<file path="config.mk">
export PLATFORM = sky130hd
export DESIGN_NAME = alu_pipe
export DESIGN_NICKNAME = d
export VERILOG_FILES = /design/src/rtl/alu_pipe.sv
export SDC_FILE = /design/constraint.sdc
export NUM_CORES = 1
export LEC_CHECK = 0
export ABC_AREA = 1
export CAP_MARGIN = 20
export CORE_UTILIZATION = 45
export CTS_CLUSTER_DIAMETER = 80
export DETAILED_ROUTE_END_ITERATION = 16
export GPL_TIMING_DRIVEN = 0
export MAX_ROUTING_LAYER = met4
export PLACE_DENSITY = 0.73
export RECOVER_POWER = 50
export SETUP_SLACK_MARGIN = 0.02
export SYNTH_ARGS = -nofsm -noshare
export SYNTH_HDL_FRONTEND = slang
export SYNTH_SLANG_ARGS = --single-unit
export TNS_END_PERCENT = 100
</file>
<file path="constraint.sdc">
create_clock -name clk -period 2.3 [get_ports clk]
set_input_delay 0.46 -clock clk [delete_from_list [all_inputs] [get_ports clk]]
set_output_delay 0.46 -clock clk [all_outputs]
set_load 0.01 [all_outputs]
</file>
<file path="src/rtl/alu_pipe.sv">
// alu_pipe: Hack-style ALU with valid/ready handshake and optional shift-add multiply.
// Define ALU_PIPE_MUL_EN to build the multiply mode (IDLE/MUL FSM); otherwise mul is ignored.
module alu_pipe #(
    parameter int N = 16
) (
    input  logic         clk,
    input  logic         reset,
    input  logic         in_valid,
    output logic         in_ready,
    input  logic [N-1:0] a,
    input  logic [N-1:0] b,
    input  logic         zx,
    input  logic         nx,
    input  logic         zy,
    input  logic         ny,
    input  logic         f,
    input  logic         no,
    input  logic         mul,
    output logic         out_valid,
    input  logic         out_ready,
    output logic [N-1:0] out,
    output logic         zr,
    output logic         ng,
    output logic         cy,
    output logic         busy
);
    logic [N-1:0] x_d, y_d, r_d, alu_d;
    logic [N:0]   sum_d;
    logic [N-1:0] out_q;
    logic         zr_q, ng_q, cy_q, vld_q;
    logic         accept, mul_sel;

    assign x_d   = nx ? ~(zx ? '0 : a) : (zx ? '0 : a);
    assign y_d   = ny ? ~(zy ? '0 : b) : (zy ? '0 : b);
    assign sum_d = {1'b0, x_d} + {1'b0, y_d};
    assign r_d   = f ? sum_d[N-1:0] : (x_d & y_d);
    assign alu_d = no ? ~r_d : r_d;

    assign in_ready  = !busy && (!vld_q || out_ready);
    assign accept    = in_valid && in_ready;
    assign out       = out_q;
    assign zr        = zr_q;
    assign ng        = ng_q;
    assign cy        = cy_q;
    assign out_valid = vld_q;

`ifdef ALU_PIPE_MUL_EN
    localparam int CW = (N > 2) ? $clog2(N) : 1;
    typedef enum logic {IDLE, MUL} state_t;
    state_t        state_q;
    logic [N-1:0]  acc_q, mcand_q, mplier_q, acc_d;
    logic [CW-1:0] cnt_q;

    assign mul_sel = mul;
    assign busy    = state_q == MUL;
    assign acc_d   = mplier_q[0] ? acc_q + mcand_q : acc_q;
`else
    logic unused_mul;

    assign unused_mul = mul;
    assign mul_sel    = 1'b0;
    assign busy       = 1'b0;
`endif

    always_ff @(posedge clk or posedge reset) begin
        if (reset) begin
            out_q <= '0;
            zr_q  <= 1'b0;
            ng_q  <= 1'b0;
            cy_q  <= 1'b0;
            vld_q <= 1'b0;
`ifdef ALU_PIPE_MUL_EN
            state_q  <= IDLE;
            acc_q    <= '0;
            mcand_q  <= '0;
            mplier_q <= '0;
            cnt_q    <= '0;
`endif
        end else begin
            if (vld_q && out_ready)
                vld_q <= 1'b0;
            if (accept && !mul_sel) begin
                out_q <= alu_d;
                zr_q  <= alu_d == '0;
                ng_q  <= alu_d[N-1];
                cy_q  <= f & sum_d[N];
                vld_q <= 1'b1;
            end
`ifdef ALU_PIPE_MUL_EN
            if (state_q == IDLE) begin
                if (accept && mul_sel) begin
                    state_q  <= MUL;
                    acc_q    <= '0;
                    mcand_q  <= a;
                    mplier_q <= b;
                    cnt_q    <= '0;
                end
            end else begin
                // one multiplier bit per edge; result lands on the Nth iteration edge
                acc_q    <= acc_d;
                mcand_q  <= mcand_q << 1;
                mplier_q <= mplier_q >> 1;
                cnt_q    <= cnt_q + 1'b1;
                if (cnt_q == CW'(N - 1)) begin
                    state_q <= IDLE;
                    out_q   <= acc_d;
                    zr_q    <= acc_d == '0;
                    ng_q    <= acc_d[N-1];
                    cy_q    <= 1'b0;
                    vld_q   <= 1'b1;
                end
            end
`endif
        end
    end
endmodule

</file>
After elaboration in Yosys (flattened, before gate mapping)
Index checks and enable logic that the tools add are counted.

Register bits after elaboration: 20. Input bits: 43. Logic and storage cells: 25.

Add/subtract/negate cells: 1. Multiplexer cells: 8. Bitwise gates (word level): 5. Reduce and logical (&&, ||, !) cells: 6.

Operators with widths (number): $mux 16 (6); $not 16->16 (3); $add 16x16->17 (1); $and 16x16->16 (1); $logic_not 16->1 (1); $logic_and 1x1->1 (2); $mux 1 (2); $reduce_bool 2->1 (1); $and 1x1->1 (1); $logic_not 1->1 (1); $logic_or 1x1->1 (1).

Depth between registers and ports, before layout
Gate-level depths: netlist of run 1.

Depth in word-level cells: 8. Mapped depth: 21.

Worst setup path after synthesis of run 1
OpenSTA, ideal clock, no wires.

Path type: input port to flip-flop. Start point: in nx. End point: reg zr_q (netlist: zr). Library setup time: 0.065 ns. Data arrival time: 2.753 ns. Data required time: 2.235 ns. Slack: -0.517 ns. Stages on the path: 18. Cell sequence: clkbuf_1 -> buf_2 -> xnor2_1 -> ha_1 -> fa_1 -> nand2_1 -> nand2_2 -> nand3_1 -> nand2_1 -> nand2_1 -> nand2_1 -> nand2_1 -> nand3_1 -> nand3_1 -> nand2_1 -> nor2_1 -> nand3_1 -> nand2_1.

Cells in the longest elaborated chain, start to end: 6.

RTL lines: from (decl) (line 13) `input logic nx,`; $mux 16 * (line 33) `assign x_d = nx ? ~(zx ? '0 : a) : (zx ? '0 : a);`; $add 16x16->17 or $and 16x16->16 (tied branches) (line 35, 36); $mux 16 * (line 36) `assign r_d = f ? sum_d[N-1:0] : (x_d & y_d);`; $not 16->16 (line 37) `assign alu_d = no ? ~r_d : r_d;`; $mux 16 * (line 37); $logic_not 16->1 * (line 84) `zr_q <= alu_d == '0;`; to (signal assigned) (line 68) `zr_q <= 1'b0;`; to (signal assigned) (line 84); to (decl) (line 30) `logic zr_q, ng_q, cy_q, vld_q;`.

Every way passes the cells marked *; elsewhere a longest branch is shown, timed or not. A chain may end at the register's enable or synchronous reset.

Final worst setup path of run 1
Start point: in b[7]. End point: reg zr_q (netlist: zr).

Cells in the longest elaborated chain, start to end: 8.

RTL lines: from (decl) (line 11) `input logic [N-1:0] b,`; $mux 16 * (line 34) `assign y_d = ny ? ~(zy ? '0 : b) : (zy ? '0 : b);`; $not 16->16 (line 34); $mux 16 * (line 34); $add 16x16->17 or $and 16x16->16 (tied branches) (line 35, 36); $mux 16 * (line 36); $not 16->16 (line 37); $mux 16 * (line 37); $logic_not 16->1 * (line 84).

Marks and branches as above.

==> results of run 1 <==
==> cell families after synthesis <==
kind of cell               after synthesis  synth area share (%)
xor gates and xnor gates                34                  10.4
buffers and inverters                  101                  14.4
and+or+nand+nor                        295                  44.0
DFF                                     19                  16.7
AOI/OAI and AO/OA                       33                  6.63
other                                    1                 0.132
adders and majority gates               17                  7.72
==> per-stage QoR <==
| step | utilization (%) | worst slack (ns) |
|---|---|---|
| after floorplan | - | -0.134 |
| after global placement | 60.5 | -1.00 |
| after detailed placement | 60.5 | -1.06 |
| after CTS | 67.4 | -0.206 |
| after global routing | 74.3 | -0.406 |
| final | 74.3 | -0.178 |
==> tightest hold or removal path: cells and delay by family (launching register included) <==
family           cells  cell delay, ns
AO/OA/AOI/OAI        1            0.06
flip-flops           1            0.35
AND/OR/NAND/NOR      1            0.05
==> final cells by class <==
type / instances / area [sq um] / share of cell area (%)
inverters: 82 / 320 / 7.16
flip-flops and latches: 19 / 475 / 10.6
multi-input cells: 380 / 2600 / 58.1
plain buffers: 19 / 159 / 3.55
repair buffers: 80 / 782 / 17.5
clock buffers: 4 / 45.0 / 1.01
well taps: 75 / 93.8 / 2.10
==> how the worst max path moves through the flow <==
stage,from,endpoint,slack [ns],depth (start not counted)
after floorplan,zx,zr$_DFFE_PP0P_,-0.13,17
after global placement,zx,zr$_DFFE_PP0P_,-1.00,18
after detailed placement,zx,zr$_DFFE_PP0P_,-1.06,18
after CTS,zx,zr$_DFFE_PP0P_,-0.21,20
after global routing,zx,zr$_DFFE_PP0P_,-0.41,18
final,b[7],zr$_DFFE_PP0P_,-0.18,19
==> flip-flops by register name (all words and copies together), names as in the netlist <==
register / cells
cy: 1
zr: 1
ng: 1
out_valid: 1
out: 15
==> what timing repair did <==
action | in CTS | in global routing
resized for setup | 71 | 89
endpoints found under the setup margin | 17 | 14
gates cloned | 1 | 0
setup buffers | 12 | 8
pin swaps | 27 | 40
==> cell usage in the layout (no fill, tap or decap), types with 3 or more instances in the layout <==
master / n
a21oi_1: 4
a21oi_2: 7
a31oi_1: 10
buf_2: 4
buf_4: 20
buf_6: 5
buf_8: 3
clkbuf_1: 5
clkbuf_8: 6
clkdlybuf4s50_1: 44
dfrtp_1: 19
dlygate4sd3_1: 6
dlymetal6s2s_1: 4
ha_4: 14
inv_1: 75
inv_2: 3
nand2_1: 139
nand2_2: 29
nand2_4: 15
nand3_1: 42
nand3_2: 23
nand3_4: 5
nand4_1: 3
nor2_1: 22
nor2_2: 6
nor2_4: 7
o21ai_0: 4
o21ai_1: 5
xor2_1: 32
==> routing by layer <==
layer | global-route usage, % | part of all wire [%] | up-vias | wire length (microns)
met1 | 31.2 | 43 | 1503 | 3670
met4 | 7.37 | 2.0 | 0 | 168
met5 | - | 0 | - | 0
li1 | - | - | 1718 | -
met3 | 0.778 | 4.4 | 14 | 373
met2 | 46.7 | 51 | 104 | 4350
==> report_power, final <==
group / switching, mW / internal, mW / total [mW]
Combinational: 0.951 / 0.766 / 1.72
Clock: 0.102 / 0.123 / 0.226
Sequential: 0.0325 / 0.397 / 0.430
Total: 1.09 / 1.29 / 2.37
==> out/qor.txt, run 1 <==
Status = finished with violations
Violated checks = setup timing
I/O pins = 65
Worst r2r dst = zr$_DFFE_PP0P_
Hold buffers post-CTS = 0
WP buf/inv = 3
Reg2Reg Depth = 11
Max cap viols = 0
Critical-path cell list = clkdlybuf4s50_1 > nand2_1 > xor2_1 > inv_1 > ha_4 > nand2_4 > inv_1 > nand2_1 > nand2_1 > nand2_1 > nand3_2 > nand2_1 > nand3_1 > nand3_1 > nand2_2 > nand2_1 > nor2_1 > nand3_1 > nand2_1
Via density = 5.07
Setup CP Type = in2reg
Unique masters post-synth = 29
Leakage = 2.27 nW
Worst-Skew Late Latency = 0.25 ns
Clk_skew = 0.00113 ns
CP endpoint kind = register
Critical Path RT = 2.50 ns
Worst R2R Start = out_valid$_DFFE_PP0P_
Die height = 81.6 microns
Largest net degree at the start of global routing = 20
Final period util = 108%
Initial DRC Count = 208
Slew @ Worst Pin = 0.689 ns
Syn Std Cell Area = 2850 sq um
Final Hold Vio Count = 0
Commonest cells in the netlist = 179 x nand2_1, 82 x inv_1, 65 x nand3_1, 33 x xor2_1, 32 x nor2_1
Yosys reg bits = 19
Hold WS = 0.489 ns
Antenna cells = 0
Hold path start = out[12]$_DFFE_PP0P_
Initial Util = 47.3%
Post-DP Area = 3650 sq um
CP arrival = 2.67 ns
Core Footprint = 6030 sq um
WHS Endpoint = out[12]$_DFFE_PP0P_
Crit path top cell by count = nand2_1
Vias in the first global route = 2973
Clock Sinks = 19
Placed Cells incl. Taps = 634
Slowest CP cell = clkdlybuf4s50_1
Total global routing overflow = 0
Drc violations = 0
Num CTS Buffers = 3
Primary FF master, synth = dfrtp_1
Chip Width = 81.6 microns
Hold Path Depth = 2
Initial antenna violation count = 0
Post-synthesis sequential area ratio = 16.7%
Setup ws final = -0.178 ns
Port bufs = 59
Synthesized area per cell = 5.70 sq um
Fin. max-slew vios = 0
Power per cell area = 530 nW/um^2
Worst-path clk slew = 0.06 ns
Tot Pwr = 2.37 mW
Setup TNS after final layout = -0.497 ns
Syn Inst Count = 500
CTS root buf = clkbuf_8
Post-Layout Cell Count = 659
Clock Tree Buf Depth = 2
H-tree level count = 1
Most frequent cell after synthesis = nand2_1
CTS tree = done
EDFF count, synth = 0
Synth top area cells = nand2_1 24%, dfrtp_1 17%, nand3_1 11%
Nets = 645
Synth async-reset ratio = 100%
Yosys top cell area share = 23.6%
RSZ-0062 raised after global routing = yes
Critical path fanouts, max = 4
DRT Pass-1 Iters = 5
Via count = 3339
Peak VDD IR = 510 uV
Post-synth top area cell = nand2_1
CP delay by family, top = simple AND/OR/NAND/NOR gates
Fillers = 500
Layout cells sized above 1 = 27.6%
First-pass GRT wire length = 13200 microns
Die ar. = 6660 sq um
Slew HR = 54.0%
Routed WL = 8570 microns
Startpoint Class = input port
Final Wtd Congestion = 0.897
R2r setup slk = 0.46 ns
Net Count, Synth = 560
Num rows = 28
Worst hold path class = reg2reg
Yosys warnings = 0
Fmax = 0.403 GHz
DR WL/cell = 13.0 microns
Final cell area excluding filler cells = 4480 sq um
Gr usage total = 25.8%
Final setup fails = 5
Area growth syn-to-layout = 57.0%
Final min period = 2.48 ns
Detailed Place HPWL = 6180 microns
Final ANT Viol Nets = 0
Crit-path max cell delay = 0.45 ns
Note: power is estimated with default switching activity, not from simulation.
==> inputs of run 2 (changes only) <==
--- a/config.mk
+++ b/config.mk
@@ -7,6 +7,7 @@
 export LEC_CHECK = 0
 export ABC_AREA = 1
 export CAP_MARGIN = 20
+export CORE_MARGIN = 1.5
 export CORE_UTILIZATION = 45
 export CTS_CLUSTER_DIAMETER = 80
 export DETAILED_ROUTE_END_ITERATION = 16
==> run 2 against run 1 <==
The run still ends with setup timing left; maximum frequency is 3.0% lower; worst hold slack lost 0.011 ns; non-clock buffer count is 8 higher; critical path type unchanged.
==> out/qor.txt, run 2 (same netlist as run 1, synthesis figures left out) <==
Worst hold path class = reg2reg
Worst r2r dst = zr$_DFFE_PP0P_
Chip Width = 82.6 microns
Power per cell area = 532 nW/um^2
Via density = 5.10
CTS tree = done
Clock share of power = 9.2%
Violated checks = setup timing
Startpoint Class = input port
CP endpoint kind = register
Clock Sinks = 19
Num rows = 28
Nets = 653
Post-Layout Cell Count = 667
CTS root buf = clkbuf_8
Critical Path RT = 2.50 ns
Routed WL = 8800 microns
Reg2Reg Depth = 11
Clk_skew = 0.00301 ns
Area growth syn-to-layout = 60.8%
Fin. max-slew vios = 0
Fmax = 0.391 GHz
Initial Util = 47.3%
Core Footprint = 6030 sq um
Max FFs per register = 15
Most frequent cells in the layout = 138 x nand2_1, 71 x inv_1, 41 x nand3_1
Leakage = 2.36 nW
I/O pins = 65
Worst R2R Start = out_valid$_DFFE_PP0P_
Total global routing overflow = 0
Placed Cells incl. Taps = 634
Max cap viols = 0
Critical-path cell list = clkdlybuf4s50_1 > nand2_2 > xor2_1 > inv_1 > ha_4 > nor2_4 > buf_4 > a21oi_4 > nand2_2 > nand3_2 > nand2_1 > nand2_1 > nand3_1 > nor2_1 > nand3_1 > nor2_1 > nand3_1 > nand2_1
Via count = 3402
Fillers = 480
Detailed Place HPWL = 6280 microns
Reg power frac = 17.7%
Layout cells sized above 1 = 29.6%
CP arrival = 2.75 ns
WP buf/inv = 3
Slowest CP cell = clkdlybuf4s50_1
Logic gate share of total power = 73.1%
Antenna cells = 0
Clock Tree Buf Depth = 2
Die ar. = 6820 sq um
Die height = 82.6 microns
Initial DRC Count = 322
Final min period = 2.56 ns
Setup ws final = -0.256 ns
Initial antenna violation count = 0
Largest net degree at the start of global routing = 20
Worst-Skew Late Latency = 0.25 ns
H-tree level count = 1
Critical path fanouts, max = 3
Crit-path max cell delay = 0.49 ns
DR WL/cell = 13.2 microns
Switching share of power = 45.8%
Peak VDD IR = 399 uV
Most common cell after layout, fill and taps aside = nand2_1
Final Hold Vio Count = 0
Cell-internal power = 1.32 mW
RSZ-0062 raised after global routing = yes
Status = finished with violations
R2r setup slk = 0.46 ns
Slew HR = 54.0%
First-pass GRT wire length = 14100 microns
CP delay by family, top = simple AND/OR/NAND/NOR gates
Hold Path Depth = 2
Vias in the first global route = 3164
Final Wtd Congestion = 0.923
Final setup fails = 10
Final ANT Viol Nets = 0
Worst-path clk slew = 0.07 ns
Setup CP Type = in2reg
Hold WS = 0.477 ns
Gr usage total = 27.0%
Slew @ Worst Pin = 0.689 ns
Port bufs = 59
DRT Pass-1 Iters = 6
Hold path start = out[1]$_DFFE_PP0P_
Drc violations = 0
Net switching power = 1.12 mW
Post-Place Worst Slack = -1.01 ns
Final period util = 111%
WHS Endpoint = out[1]$_DFFE_PP0P_
Num CTS Buffers = 3
==> run 2: cell count changes in the layout (fill, tap and decap cells not counted), moves of 3 or more <==
cell / previous run / this run
a21oi_2: 7 / 4
a21oi_4: 1 / 4
buf_4: 20 / 26
clkdlybuf4s50_1: 44 / 40
dlymetal6s2s_1: 4 / 7
inv_1: 75 / 71
inv_2: 3 / 9
nor2_2: 6 / 3
==> run 2: final cells by class <==
cell class	instances	area [sq um]	area share (%)
multi-input cells	380	2640	57.6
repair buffers	88	855	18.6
flip-flops and latches	19	475	10.4
inverters	82	315	6.88
plain buffers	19	159	3.47
well taps	75	93.8	2.05
clock buffers	3	41.3	0.901
clock inverters	1	5.00	0.109
==> run 2: per-stage QoR <==
step | TNS [ns] | area, sq um | utilization, % | total power [mW]
2_1_floorplan | -0.134 | 2960 | - | 1.29
3_3_place_gp | -11.35 | 3650 | 60.5 | 1.66
3_5_place_dp | -11.85 | 3650 | 60.5 | 1.68
4_1_cts | -0.322 | 4270 | 70.9 | 2.22
5_1_grt | -2.18 | 4580 | 76.1 | 2.63
6_report | -0.909 | 4580 | 76.1 | 2.44
==> run 2: worst max-delay path by stage <==
stage	from	end	slack [ns]	depth (start not counted)
global route	zx	zr$_DFFE_PP0P_	-0.46	21
global placement	zx	zr$_DFFE_PP0P_	-1.01	18
detailed placement	zx	zr$_DFFE_PP0P_	-1.01	18
floorplan	zx	zr$_DFFE_PP0P_	-0.13	17
CTS	zx	zr$_DFFE_PP0P_	-0.21	20
finish	a[3]	zr$_DFFE_PP0P_	-0.26	18
==> run 2: tightest hold or removal path: cells and delay by family, from the launching register on <==
family	cells	cell delay, ns
AOI/OAI and AO/OA	1	0.05
DFF	1	0.34
and+or+nand+nor	1	0.05
==> run 2: repair_timing <==
item | in CTS | in global routing
pin swaps | 55 | 62
resized for setup | 98 | 76
hold buffers | 0 | 0
cloned | 1 | 0
endpoints found under the setup margin | 17 | 14
buffers inserted | 24 | 4
==> run 2: power groups by stage <==
stage / sequential [mW] / combinational (mW) / clock (mW)
floorplan: 0.467 / 0.822 / 0
global placement: 0.435 / 1.23 / 0
detailed placement: 0.439 / 1.24 / 0
CTS: 0.432 / 1.56 / 0.233
global route: 0.440 / 1.94 / 0.246
finish: 0.431 / 1.78 / 0.225
==> run 2: layer usage <==
metal,track usage (%),part of all wire (%),vias to the layer above
met5,-,0,-
met4,6.50,2.1,0
met2,50.5,51,129
li1,-,-,1731
met1,31.4,43,1524
met3,1.43,4.6,18
